**src/rtl/adder_sched_pkg.sv**
```systemverilog
// adder_sched_pkg
// Shared definitions for the round-robin adder scheduler slice.
//   ADD_LAT        : latency of the shared pipelined_adder (operands in at t,
//                    sum_reg valid during t+ADD_LAT)
//   DEFAULT_WIDTH  : default operand/sum width
//   ID_MAX_W       : widest requester index supported (NREQ up to 8)
//   id_width()     : requester index width, max(1, clog2(n))
//   tag_t          : {valid, id} entry travelling alongside an adder op
package adder_sched_pkg;

  localparam int ADD_LAT       = 2;
  localparam int DEFAULT_WIDTH = 8;
  localparam int ID_MAX_W      = 3;

  function automatic int id_width(input int n);
    return (n <= 2) ? 1 : $clog2(n);
  endfunction

  typedef struct packed {
    logic                valid;
    logic [ID_MAX_W-1:0] id;
  } tag_t;

endpackage

```
**src/rtl/sched_result_fifo.sv**
```systemverilog
// sched_result_fifo
// Synchronous result FIFO holding {sum, requester id} pairs.
// Ports:
//   clk, rst_n            : clock, asynchronous active-low reset
//   push, push_sum/id     : write one entry at the tail
//   pop                   : remove the head entry (ignored when empty)
//   head_valid/sum/id     : current head; sum/id read as 0 while empty
//   count                 : number of stored entries (0..DEPTH)
module sched_result_fifo #(
  parameter int WIDTH = 8,
  parameter int IDW   = 2,
  parameter int DEPTH = 4
) (
  input  logic                   clk,
  input  logic                   rst_n,
  input  logic                   push,
  input  logic [WIDTH-1:0]       push_sum,
  input  logic [IDW-1:0]         push_id,
  input  logic                   pop,
  output logic                   head_valid,
  output logic [WIDTH-1:0]       head_sum,
  output logic [IDW-1:0]         head_id,
  output logic [$clog2(DEPTH):0] count
);

  localparam int PW = $clog2(DEPTH);

  logic [WIDTH-1:0] sum_mem [DEPTH];
  logic [IDW-1:0]   id_mem  [DEPTH];
  logic [PW-1:0]    wr_ptr;
  logic [PW-1:0]    rd_ptr;
  logic             full;
  logic             do_push;
  logic             do_pop;

  assign head_valid = (count != '0);
  assign full       = (count == (PW+1)'(DEPTH));
  assign do_pop     = pop && head_valid;
  // A push into a full FIFO is only accepted when the head leaves in the
  // same cycle; otherwise the assertion below flags it.
  assign do_push    = push && (!full || do_pop);

  // Head is gated so the response port reads zero while nothing is queued.
  assign head_sum = head_valid ? sum_mem[rd_ptr] : '0;
  assign head_id  = head_valid ? id_mem[rd_ptr]  : '0;

  // Storage needs no reset: every location is written before it is read.
  always_ff @(posedge clk) begin
    if (do_push) begin
      sum_mem[wr_ptr] <= push_sum;
      id_mem[wr_ptr]  <= push_id;
    end
  end

  // DEPTH is a power of two, so the pointers wrap naturally.
  always_ff @(posedge clk or negedge rst_n) begin
    if (!rst_n) begin
      wr_ptr <= '0;
      rd_ptr <= '0;
      count  <= '0;
    end else begin
      if (do_push) wr_ptr <= wr_ptr + 1'b1;
      if (do_pop)  rd_ptr <= rd_ptr + 1'b1;
      unique case ({do_push, do_pop})
        2'b10:   count <= count + 1'b1;
        2'b01:   count <= count - 1'b1;
        default: count <= count;
      endcase
    end
  end

  push_while_full: assert property (@(posedge clk) disable iff (!rst_n)
                                    !(push && full && !pop));

endmodule

```
**src/rtl/adder_rr_scheduler.sv**
```systemverilog
// adder_rr_scheduler
// Shares one external 2-stage pipelined adder between NREQ requesters.
// Ports:
//   clk, rst_n           : clock, asynchronous active-low reset
//   req_valid/ready      : per-requester handshake, at most one ready bit high
//   req_a, req_b         : packed operands, requester i at [i*WIDTH +: WIDTH]
//   add_a, add_b         : operands to the adder (0 when nothing is issued)
//   add_sum              : adder sum_reg, valid ADD_LAT cycles after issue
//   rsp_valid/ready      : response handshake for the result FIFO head
//   rsp_sum, rsp_id      : head sum and the requester it belongs to
//   busy                 : an op is in the adder or a result is queued
module adder_rr_scheduler
  import adder_sched_pkg::*;
#(
  parameter int NREQ  = 4,
  parameter int WIDTH = DEFAULT_WIDTH,
  parameter int DEPTH = 4
) (
  input  logic                      clk,
  input  logic                      rst_n,
  input  logic [NREQ-1:0]           req_valid,
  output logic [NREQ-1:0]           req_ready,
  input  logic [NREQ*WIDTH-1:0]     req_a,
  input  logic [NREQ*WIDTH-1:0]     req_b,
  output logic [WIDTH-1:0]          add_a,
  output logic [WIDTH-1:0]          add_b,
  input  logic [WIDTH-1:0]          add_sum,
  output logic                      rsp_valid,
  input  logic                      rsp_ready,
  output logic [WIDTH-1:0]          rsp_sum,
  output logic [id_width(NREQ)-1:0] rsp_id,
  output logic                      busy
);

  localparam int IDW = id_width(NREQ);
  localparam int CW  = $clog2(DEPTH) + 1;
  localparam int IFW = $clog2(ADD_LAT + 1);

  logic [WIDTH-1:0] a_arr [NREQ];
  logic [WIDTH-1:0] b_arr [NREQ];

  logic [IDW-1:0] last_grant;
  logic [IDW-1:0] grant_idx;
  logic [IDW-1:0] cand;
  logic           grant_found;
  logic           can_grant;
  logic           handshake;

  tag_t           tag_q [ADD_LAT];
  logic [IFW-1:0] inflight;
  logic [CW-1:0]  fifo_count;
  logic           push;
  logic [IDW-1:0] push_id;

  for (genvar g = 0; g < NREQ; g++) begin : g_unpack
    assign a_arr[g] = req_a[g*WIDTH +: WIDTH];
    assign b_arr[g] = req_b[g*WIDTH +: WIDTH];
  end

  // Every issued op holds a slot from grant until its response is popped,
  // so the FIFO can never overflow. rst_n is folded in so req_ready reads
  // zero the moment reset is asserted.
  assign can_grant = rst_n && ((int'(fifo_count) + int'(inflight)) < DEPTH);

  // Round-robin search starting just after the last granted requester.
  always_comb begin
    grant_found = 1'b0;
    grant_idx   = '0;
    cand        = '0;
    for (int k = 1; k <= NREQ; k++) begin
      cand = IDW'((int'(last_grant) + k) % NREQ);
      if (!grant_found && req_valid[cand]) begin
        grant_found = 1'b1;
        grant_idx   = cand;
      end
    end
  end

  always_comb begin
    req_ready = '0;
    if (can_grant && grant_found) begin
      req_ready[grant_idx] = 1'b1;
    end
  end

  assign handshake = |(req_valid & req_ready);

  always_comb begin
    add_a = '0;
    add_b = '0;
    if (handshake) begin
      add_a = a_arr[grant_idx];
      add_b = b_arr[grant_idx];
    end
  end

  always_ff @(posedge clk or negedge rst_n) begin
    if (!rst_n) begin
      last_grant <= IDW'(NREQ - 1);
    end else if (handshake) begin
      last_grant <= grant_idx;
    end
  end

  // Tag pipeline mirrors the adder's latency so the id lines up with
  // add_sum in the cycle the sum becomes valid.
  always_ff @(posedge clk or negedge rst_n) begin
    if (!rst_n) begin
      for (int i = 0; i < ADD_LAT; i++) begin
        tag_q[i] <= '0;
      end
    end else begin
      tag_q[0].valid <= handshake;
      tag_q[0].id    <= handshake ? ID_MAX_W'(grant_idx) : '0;
      for (int i = 1; i < ADD_LAT; i++) begin
        tag_q[i] <= tag_q[i-1];
      end
    end
  end

  always_comb begin
    inflight = '0;
    for (int i = 0; i < ADD_LAT; i++) begin
      inflight = inflight + IFW'(tag_q[i].valid);
    end
  end

  assign push    = tag_q[ADD_LAT-1].valid;
  assign push_id = IDW'(tag_q[ADD_LAT-1].id);

  sched_result_fifo #(
    .WIDTH (WIDTH),
    .IDW   (IDW),
    .DEPTH (DEPTH)
  ) u_fifo (
    .clk        (clk),
    .rst_n      (rst_n),
    .push       (push),
    .push_sum   (add_sum),
    .push_id    (push_id),
    .pop        (rsp_ready),
    .head_valid (rsp_valid),
    .head_sum   (rsp_sum),
    .head_id    (rsp_id),
    .count      (fifo_count)
  );

  assign busy = (inflight != '0) || (fifo_count != '0);

endmodule

```
**config.mk**
```make
export PLATFORM = sky130hd
export DESIGN_NAME = adder_rr_scheduler
export DESIGN_NICKNAME = d
export VERILOG_FILES = /design/src/rtl/adder_sched_pkg.sv /design/src/rtl/sched_result_fifo.sv /design/src/rtl/adder_rr_scheduler.sv
export SDC_FILE = /design/constraint.sdc
export NUM_CORES = 1
export LEC_CHECK = 0
export CORE_ASPECT_RATIO = 1.2
export CORE_MARGIN = 2
export CORE_UTILIZATION = 49
export CTS_CLUSTER_DIAMETER = 150
export DETAILED_ROUTE_END_ITERATION = 10
export PLACE_DENSITY = 0.92
export SLEW_MARGIN = 20
export SYNTH_ARGS = -nofsm -noshare
export SYNTH_HDL_FRONTEND = slang
export SYNTH_SLANG_ARGS = --single-unit
export TNS_END_PERCENT = 20
```
**constraint.sdc**
```tcl
create_clock -name clk -period 4.7 [get_ports clk]
set_input_delay 0.94 -clock clk [delete_from_list [all_inputs] [get_ports clk]]
set_output_delay 0.94 -clock clk [all_outputs]
set_load 0.02 [all_outputs]
```
; ---- Yosys cells after proc, flatten, opt, wreduce, memory -nomap -nowiden
; Memory sizes are Yosys's and may differ from the RTL's.
; Cells that the tools add are included.
[op_classes]
n_addsub = 10
order_cmp = 8
mux = 33
reduce_logical = 18
n_eq_ne = 3
n_bitwise = 2
[op_table]
columns = op, count
row1 = $mux 8, 7
row2 = $bmux 8 s2, 2
row3 = $lt 2x3->1 const B, 5
row4 = $mux 2, 6
row5 = $mux 1, 11
row6 = $add 2x1->2 const B, 4
row7 = $bmux 1 s2, 4
row8 = $logic_and 1x1->1, 8
row9 = $pmux 3 s2, 1
row10 = $add 2x2->2 const B, 2
row11 = $add 3x2->4, 1
row12 = $and 4x4->4, 1
row13 = $logic_not 1->1, 4
row14 = $lt 4x3->1 const B, 1
row15 = $mux 4, 1
row16 = $reduce_bool 2->1, 2
row17 = $reduce_or 4->1, 1
row18 = $add 3x1->3 const B, 1
row19 = $eq 3x3->1 const B, 1
row20 = $ge 3x3->1 const B, 1
row21 = $not 2->3, 1
row22 = $reduce_bool 3->1, 1
row23 = $sub 3x1->3 const B, 1
row24 = $add 1x1->2, 1
row25 = 5 further kinds, 6
[word_totals]
n_memories = 2
register_bits = 15
input_bits = 79
out_inout_bits = 32
word_cells = 84
ram_bits = 40
[mem_list]
columns = memory, words, width, rd, rd_ports_with_merged_regs, write_ports, line_no
row1 = u_fifo.sum_mem, 4, 8, 1, 0, 1, sched_result_fifo.sv:28  ; logic [WIDTH-1:0] sum_mem [DEPTH];
row2 = u_fifo.id_mem, 4, 2, 1, 0, 1, sched_result_fifo.sv:29  ; logic [IDW-1:0] id_mem [DEPTH];

; ---- Depth between registers and ports, before layout
; Gate-level depths: netlist of run 1.
[logic_depth]
word_depth = 21
depth_mapped = 10
ltp_nobuf = 9

; ---- Cells and area by module
; A second synthesis of run 1 with hierarchy kept.
[hier_totals]
cells_unflattened = 247
area_unflattened_um2 = 3081.7
[modules_own_cells]
columns = mod, instances, area_each_um2, seq_area_each_um2, cells_each
row1 = sched_result_fifo, 1, 2015.7, 1376.3, 113
row2 = adder_rr_scheduler, 1, 1066.0, 202.7, 134

; ---- Least setup slack after synthesis of run 1
; Ideal clock, no wire load.
[synth_path]
path_type = input to output
start = in req_valid[0]
end = out add_a[0]
arrival_ps = 2242
cell_stages = 6
path_slack_ps = 1518
required_ps = 3760
cell_sequence = buf_2 -> or3_1 -> o311ai_4 -> buf_6 -> a32oi_1 -> a31oi_1
[synth_between]
elab_chain_cells = 20
elab_cells_between_ends = 36
[synth_rtl]
columns = element, line_no
row1 = start: declaration, adder_rr_scheduler.sv:21  ; input logic [NREQ-1:0] req_valid,
row2 = $bmux 1 s2, adder_rr_scheduler.sv:72  ; if (!grant_found && req_valid[cand]) begin
row3 = $mux 1 (implied by the code), adder_rr_scheduler.sv:72
row4 = $mux 1, adder_rr_scheduler.sv:72
row5 = $logic_not 1->1, adder_rr_scheduler.sv:72
row6 = $logic_and 1x1->1, adder_rr_scheduler.sv:72
row7 = $mux 1, adder_rr_scheduler.sv:72
row8 = $logic_not 1->1, adder_rr_scheduler.sv:72
row9 = $logic_and 1x1->1, adder_rr_scheduler.sv:72
row10 = [4 not listed], -
row11 = $lt 2x3->1 (implied by the code) / $ge 2x1->1 (equally long branches), adder_rr_scheduler.sv:82  ; req_ready[grant_idx] = 1'b1;
row12 = $logic_and 1x1->1 (implied by the code), adder_rr_scheduler.sv:82
row13 = $mux 1 (implied by the code), adder_rr_scheduler.sv:82
row14 = $demux 1 s2, adder_rr_scheduler.sv:82
row15 = $mux 4, adder_rr_scheduler.sv:81  ; if (can_grant && grant_found) begin
row16 = $and 4x4->4, adder_rr_scheduler.sv:86  ; assign handshake = |(req_valid & req_ready);
row17 = $reduce_or 4->1, adder_rr_scheduler.sv:86
row18 = $mux 8 *, adder_rr_scheduler.sv:91  ; if (handshake) begin
row19 = end: declaration, adder_rr_scheduler.sv:25  ; output logic [WIDTH-1:0] add_a,
; Mark *: on every way between the ends. The rest lies on a longest branch, timed or not. The select of a mux whose other input is x is not followed.

; ---- Worst setup path in the final report of run 1
[layout_path]
start = in req_valid[3]
end = out add_b[1]
[layout_between]
elab_chain_cells = 20
elab_cells_between_ends = 36
[layout_rtl]
columns = element, line_no
row1 = $bmux 1 s2, adder_rr_scheduler.sv:72
row2 = $mux 1 (implied by the code), adder_rr_scheduler.sv:72
row3 = $mux 1, adder_rr_scheduler.sv:72
row4 = $logic_not 1->1, adder_rr_scheduler.sv:72
row5 = $logic_and 1x1->1, adder_rr_scheduler.sv:72
row6 = $mux 1, adder_rr_scheduler.sv:72
row7 = $logic_not 1->1, adder_rr_scheduler.sv:72
row8 = $logic_and 1x1->1, adder_rr_scheduler.sv:72
row9 = [4 not listed], -
row10 = $lt 2x3->1 (implied by the code) / $ge 2x1->1 (equally long branches), adder_rr_scheduler.sv:82
row11 = $logic_and 1x1->1 (implied by the code), adder_rr_scheduler.sv:82
row12 = $mux 1 (implied by the code), adder_rr_scheduler.sv:82
row13 = $demux 1 s2, adder_rr_scheduler.sv:82
row14 = $mux 4, adder_rr_scheduler.sv:81
row15 = $and 4x4->4, adder_rr_scheduler.sv:86
row16 = $reduce_or 4->1, adder_rr_scheduler.sv:86
row17 = $mux 8 *, adder_rr_scheduler.sv:91
row18 = end: declaration, adder_rr_scheduler.sv:26  ; output logic [WIDTH-1:0] add_b,
; Marks and branches as above.

==> results.md, run 1 <==
* Combinational share of power at 0.525
* Placer Congestion at ~0.9
* Via-to-Cell Ratio at approximately 5.8
* Most area-hungry cell type in the Yosys netlist: edfxtp_1
* Number of flops mapped to enable cells by yosys at 40
* Seq/Total Area, Yosys at 0.512
* HPWL Detailed at 6190 um
* Sink Count at 55
* Synth cell count leaders: 40 x edfxtp_1, 31 x and2_1, 20 x a31oi_1
* Slew HR at 0.521
* PD cells at 503 nW/um^2
* Global-route wire length before repair at 12700 um
* Tmin final at 4.38 ns
* Sequential Power Share at 0.357
* Critical path's most frequent cell: clkdlybuf4s50_1
* Clock-pin slew on the worst setup and hold paths at around 0.090 ns
* CTS tree: done
* Clock Latency Late Sink at 0.31 ns
* Hold_buf cts at 0
* Via count at 2597
* RSZ-0062 raised after global routing: no
* Met2 WL at 4400 um
* Met1 wire length at 2920 um
* Main synth FF type: edfxtp_1
* Fin. max-slew vios at 0
* Fmax at 228 MHz
* Post-synth ARST share at 0.273
* CP max stage cell: clkdlybuf4s50_1
* Total power at 2.18 mW
* Max Cap Viol at 0
* Crit path cell chain: clkdlybuf4s50_1, and2b_4, and3b_1, o21ai_0, a31oi_1, clkdlybuf4s50_1
* Simple-Gate Fraction of Synth Area at 0.151
* Most frequent cell after synthesis: edfxtp_1
* WL met3 at 488 um
* Post-synthesis instance area at 3080 um^2
* Fin crit share at 0.932
* Req. time, crit path at 3.76 ns
* Total Wirelength at 7970 um
* Maximum VDD drop at 0.000246 V
* Placed insts at 440
* Overflow after GRT at 0
* Worst path max stage delay at around 0.64 ns
* Synth unique cells at 43
* Synth top area cells: edfxtp_1 39%, dfrtp_1 11%, mux4_2 7.3%, and2_1 6.3%, a32oi_1 4.5%
* CP max FO at 17
* DR WL/cell at 17.8 um
* Vias in the first global route at approximately 2700
* Root Buffer: clkbuf_8
* Largest family of logic cells by synthesized area: compound AO/OA/AOI/OAI gates
* PortBufs at 110
* Type of destination of the critical path: output port
* Worst Path Arrival at about 3.4 ns
* Clock share of power at 0.118
* Die area at 6940 um^2
* Post-Syn Area per Cell at 11.9 um^2
* Synthesized net count at approximately 350
* Synth Area in XOR/XNOR at 0.0142
* Inserted Clock Buffers at 5
* P_sw at 0.857 mW
* Gate Count Post-Synth at 260
* Pre-antenna DRT Iters at 4
* Die Width at 76.4 um
* DRT antenna net count at 0
* # rows at 31
* H-tree depth at 2
* Compound-gate portion of the synthesized area at 0.164
* Total negative slack at 0 ns
* Share of layout cells above drive strength 1 at 0.0956
* Net Sw Frac at 0.393
* IO Count at between 100 and 150
* Top Metal Used: met4
* DP Area at 4240 um^2
* Slew at the pin closest to its max-slew limit at about 0.7 ns
* Clock buffer depth at 2
* Final hold violations at 0
* Post-CTS setup buffers at 0
* Diode count at 0
* All-Layer GR Usage at 0.232
* Syn. warnings at 0
* Largest net degree at the start of global routing at 19
* Post-CTS Resized at 0
* Initial DRC count at 113
* Post-synthesis mux area share at 0.0800
* Initial core utilization at 0.510
* Final Cell Area at 4330 um^2
* Startpoint Class: input pin
* DRC errors left at 0
* Final Skew at between 0.01 and 0.015 ns
* Layout Cells excl Fill at 448
* Area delta synth->final at 40.5%
* Synth top area share at 0.390
* Synth Area in Adders at 0.0349
* Int Pwr at 1.32 mW
* Status: completed
* Placeable Area at 6050 um^2
* Hold Path Class: reg2reg
* Final nets at 452
* Leak Pwr at around 1.5 nW
* FF+latch count, synth at 55
* Antenna violations before repair at 0
* Layout fillers at roughly 440
* # setup viols final at 0
* Crit Path Class: in2out
* DIE HEIGHT at 90.9 um
## flip-flops by register name (all words and copies together) (netlist names)
register        cells
last_grant          2
push                1
push_id             2
tag_q               3
u_fifo.count        3
u_fifo.id_mem       8
u_fifo.rd_ptr       2
u_fifo.sum_mem     32
u_fifo.wr_ptr       2
## worst paths after layout
check	endpoint	slack, ns	start	depth (start not counted)
worst min register to register	push_id[0]	0.36	tag_q[4]	0
max in group asynchronous	last_grant[1]	3.44	rst_n	2
worst max-delay path	add_b[1]	0.32	req_valid[3]	6
worst min-delay path	push_id[0]	0.36	tag_q[4]	0
worst max register to register	u_fifo.count[1]	2.33	u_fifo.count[1]	8
min in group asynchronous	u_fifo.wr_ptr[0]	1.01	rst_n	2
## final cells by class
type                            count  area [um^2]  area share
Tap cell                           82          103      0.0237
Inverter                            8         30.0     0.00693
Timing Repair Buffer              118         1160       0.268
Clock inverter                      2         17.5     0.00405
Sequential cell                    55         1580       0.365
Multi-Input combinational cell    177         1370       0.316
Clock buffer                        6         72.6      0.0168
## power groups by stage
stage	Sequential (mW)	Clock, mW	Combinational (mW)
finish	0.779	0.256	1.14
global route	0.801	0.276	1.23
CTS	0.782	0.263	1.15
detailed placement	0.793	0	1.14
global placement	0.779	0	1.10
floorplan	0.707	0	0.787
## cells in the final DEF (no fill, tap or decap), types with 2 or more instances in the layout
cell / Yosys / layout
o21ai_1: 9 / 9
nor2b_1: 4 / 4
clkdlybuf4s50_1: 0 / 110
and2_1: 31 / 31
a31oi_1: 20 / 20
dfstp_2: 2 / 2
o21ai_0: 12 / 12
xnor2_1: 3 / 3
nand2b_1: 3 / 3
dfrtp_1: 13 / 13
edfxtp_1: 40 / 40
or3_1: 2 / 2
ha_1: 7 / 7
nand3_1: 19 / 19
buf_4: 3 / 8
a21oi_1: 4 / 4
a32oi_1: 16 / 16
nand2_1: 6 / 6
inv_1: 8 / 8
nor3b_1: 3 / 3
mux4_2: 10 / 10
xor2_1: 2 / 2
clkbuf_8: 0 / 5
nor2_1: 8 / 8
## critical path, delay by kind of cell
| kind | cells | cell delay, ns |
|---|---|---|
| buffers and inverters | 2 | 1.24 |
| AO/OA/AOI/OAI | 2 | 0.36 |
| AND/OR/NAND/NOR | 2 | 0.89 |
## per-stage QoR
| stage | util | hold slack, ns | setup slack, ns |
|---|---|---|---|
| floorplan | - | 0.331 | 1.52 |
| global placement | 0.701 | 0.332 | 0.379 |
| detailed placement | 0.701 | 0.340 | 0.309 |
| global route | 0.716 | 0.378 | 0.110 |
| CTS | 0.716 | 0.363 | 0.300 |
| finish | 0.716 | 0.359 | 0.317 |
## kinds of logic after synthesis
logic type                 Yosys count
and+or+nand+nor                     82
AOI/OAI and AO/OA                   70
DFF                                 55
buffers and inverters               28
muxes                               12
adders and majority gates            8
xor gates and xnor gates             5
## routing by layer
| layer | global-route usage | vias to the layer above |
|---|---|---|
| met5 | 0 | - |
| met2 | 0.446 | 121 |
| li1 | - | 1200 |
| met3 | 0.0400 | 18 |
| met4 | 0.0894 | 0 |
| met1 | 0.248 | 1258 |
No activity file was read; power rests on OpenSTA's default activity.
==> run 2, diff against run 1 <==
Settings changed: CELL_PAD_IN_SITES_DETAIL_PLACEMENT from default to 1, CELL_PAD_IN_SITES_GLOBAL_PLACEMENT from default to 1, CORE_UTILIZATION 49 to 37, CTS_CLUSTER_SIZE from default to 14, PLACE_DENSITY 0.92 to 0.9.
==> run 2 against run 1 <==
  * Combinational power barely moved
  * Critical endpoint is now add_a[5]
  * Largest power group unchanged
  * Hold slack improved by 0.0062 ns
  * Power up 0.91%
  * Fmax rose by 1.6%
  * Sequential power grew 0.9%
  * Clock-buffer cell count stayed put
  * Worst setup slack improved by 0.070 ns
  * Cell area grew 0.46%
==> results.md, run 2 (synthesis results as in run 1) <==
* Top delay family on crit path: buffers and inverters
* Diode count at 0 (unchanged)
* Max reg flops at 32 (unchanged)
* Fin. max-slew vios at 0 (unchanged)
* RSZ-0062 raised after global routing: no
* Via count at 2583 (-0.54%)
* Placer Congestion at 0.906 (+0.33%)
* Post-CTS Resized at 0 (unchanged)
* # setup viols final at 0 (unchanged)
* # rows at 36 (+16%)
* Pre-antenna DRT Iters at 4 (unchanged)
* Final hold violations at 0 (unchanged)
* Largest regs: u_fifo.sum_mem (32), u_fifo.id_mem (8)
* CP max stage cell: o311ai_4
* Overflow after GRT at 0 (unchanged)
* CP max FO at 17 (unchanged)
* Maximum VDD drop at 0.000179 V (-27%)
* Type of destination of the critical path: output port
* Total power at 2.20 mW (+0.91%)
* Critical path's most frequent cell: clkdlybuf4s50_1
* Hold Path Sink: push_id[1]
* Vias in the first global route at 2856 (+5.9%)
* Setup crit start: req_valid[1]
* CP Depth at 6 (unchanged)
* Total Wirelength at 9150 um (+15%)
* Hold Path Class: reg2reg
* Die area at 9080 um^2 (+31%)
* Worst Hold Depth at 0 (unchanged)
* Hold_buf cts at 0 (unchanged)
* Total negative slack at 0 ns (unchanged)
* Met1 wire length at 3430 um (+18%)
* Antenna violations before repair at 0 (unchanged)
* Crit path cell chain: clkdlybuf4s50_1, nor2b_1, o311ai_4, a32oi_1, a31oi_1, clkdlybuf4s50_1
* PnR worst setup slack at 0.388 ns (+0.0703 ns)
* R2R Path End: u_fifo.count[2]
* Leak Pwr at 1.52 nW (+0.28%)
* Most frequent cells in the layout: 110 x clkdlybuf4s50_1, 40 x edfxtp_1, 31 x and2_1
* DRT antenna net count at 0 (unchanged)
* Sink Count at 55 (unchanged)
* Post-CTS setup buffers at 0 (unchanged)
* H-tree depth at 2 (unchanged)
* Commonest non-fill, non-tap cell in the layout: clkdlybuf4s50_1
* Critical R2R Launch: u_fifo.count[1]
* Largest Register: u_fifo.sum_mem
* DP Area at 4260 um^2 (+0.56%)
* Fmax at 232 MHz (+1.6%)
* PortBufs at 110 (unchanged)
* All-Layer GR Usage at 0.208 (-0.0233)
* Met2 WL at 5030 um (+14%)
* Via-to-Cell Ratio at 5.59 (-3.6%)
* CTS tree: done
* Fin crit share at 0.917 (-0.0150)
* Layout fillers at 858 (+97%)
* Initial core utilization at 0.380 (-0.129)
* Status: completed
* Tmin final at 4.31 ns (-0.0703 ns)
* Largest net degree at the start of global routing at 18 (-1)
* Crit Path Class: in2out
* Worst path max stage delay at 0.64 ns (about the same)
* PD cells at 505 nW/um^2 (+0.45%)
* WL met3 at 482 um (-1.2%)
* Clock-pin slew on the worst setup and hold paths at 0.09 ns (about the same)
* Cells on worst reg2reg path at 9 (+1)
* Initial DRC count at 83 (-27%)
* Share of layout cells above drive strength 1 at 0.0981 (+0.00246)
* Area delta synth->final at 41.1%
* DIE HEIGHT at 104 um (+14%)
* Clock buffer depth at 2 (unchanged)
* Slew at the pin closest to its max-slew limit at 0.760 ns (+0.0438 ns)
* Clock Latency Late Sink at 0.31 ns (about the same)
* Final Skew at 0.00782 ns (-0.00566 ns)
* WP buf/inv at 2 (unchanged)
* DR WL/cell at 19.8 um (+11%)
* Inserted Clock Buffers at 5 (unchanged)
* Placeable Area at 8110 um^2 (+34%)
* Startpoint Class: input pin
* Worst Path Arrival at 3.37 ns (-0.07 ns)
* Global-route wire length before repair at 14900 um (+17%)
* DRC errors left at 0 (unchanged)
* Pre-CTS setup slack at 0.395 ns (+0.0861 ns)
* R2r setup slk at 2.28 ns (-0.05 ns)
* Final Cell Area at 4350 um^2 (+0.46%)
* Req. time, crit path at 3.76 ns (about the same)
* Root Buffer: clkbuf_8
* Utilization after layout at 0.537 (-0.179)
* Final nets at 453 (+0.22%)
* Hold Startpoint: tag_q[5]
* IO Count at 111 (unchanged)
* Die Width at 87.3 um (+14%)
* Max Cap Viol at 0 (unchanged)
* Slew HR at 0.492 (-0.0293)
* Top Metal Used: met4
* HPWL Detailed at 7100 um (+15%)
[run 2: cell types whose count changed in the layout (fill, tap and decap cells not counted), sizes merged]
cell	change
clkinv	+1
inv	-1
buf	+1
[run 2: per-layer routing]
| layer | vias up | track usage |
|---|---|---|
| met3 | 17 | 0.0452 |
| met4 | 0 | 0.0593 |
| met2 | 80 | 0.385 |
| li1 | 1204 | - |
| met1 | 1282 | 0.234 |
| met5 | - | 0 |
[run 2: worst max-delay path by stage]
stage,slack (ns),end
global route,0.19,add_a[6]
global placement,0.44,add_a[7]
finish,0.39,add_a[5]
CTS,0.38,add_b[1]
floorplan,1.52,add_a[0]
detailed placement,0.40,add_a[5]
[run 2: final cells by class]
type | count | area [um^2] | area share
clock buffers | 6 | 72.6 | 0.0167
clock inverters | 2 | 13.8 | 0.00316
inverters | 8 | 30.0 | 0.00690
multi-input cells | 177 | 1370 | 0.314
flip-flops and latches | 55 | 1580 | 0.363
well taps | 95 | 119 | 0.0273
repair buffers | 119 | 1170 | 0.269
[run 2: worst reg2reg max path: stages (launching register included)]
cell     delay (ns)
dfrtp_1        0.45
or2_2          0.19
nor2_1         0.06
inv_1          0.34
nand2_1        0.13
fa_1           0.45
nor3b_1        0.32
a21oi_1        0.08
a21oi_1        0.16
o21ai_0        0.11
[run 2: power breakdown]
group	total (mW)	internal [mW]	leakage [nW]	switching, mW
Sequential	0.786	0.651	0.549	0.135
Combinational	1.16	0.563	0.921	0.598
Clock	0.251	0.105	0.0452	0.146
Total	2.20	1.32	1.52	0.879
[run 2: through the flow]
| stage | hold WS (ns) | std cells |
|---|---|---|
| floorplan | 0.331 | 260 |
| global placement | 0.332 | 454 |
| detailed placement | 0.351 | 454 |
| CTS | 0.372 | 462 |
| global route | 0.379 | 462 |
| finish | 0.366 | 462 |
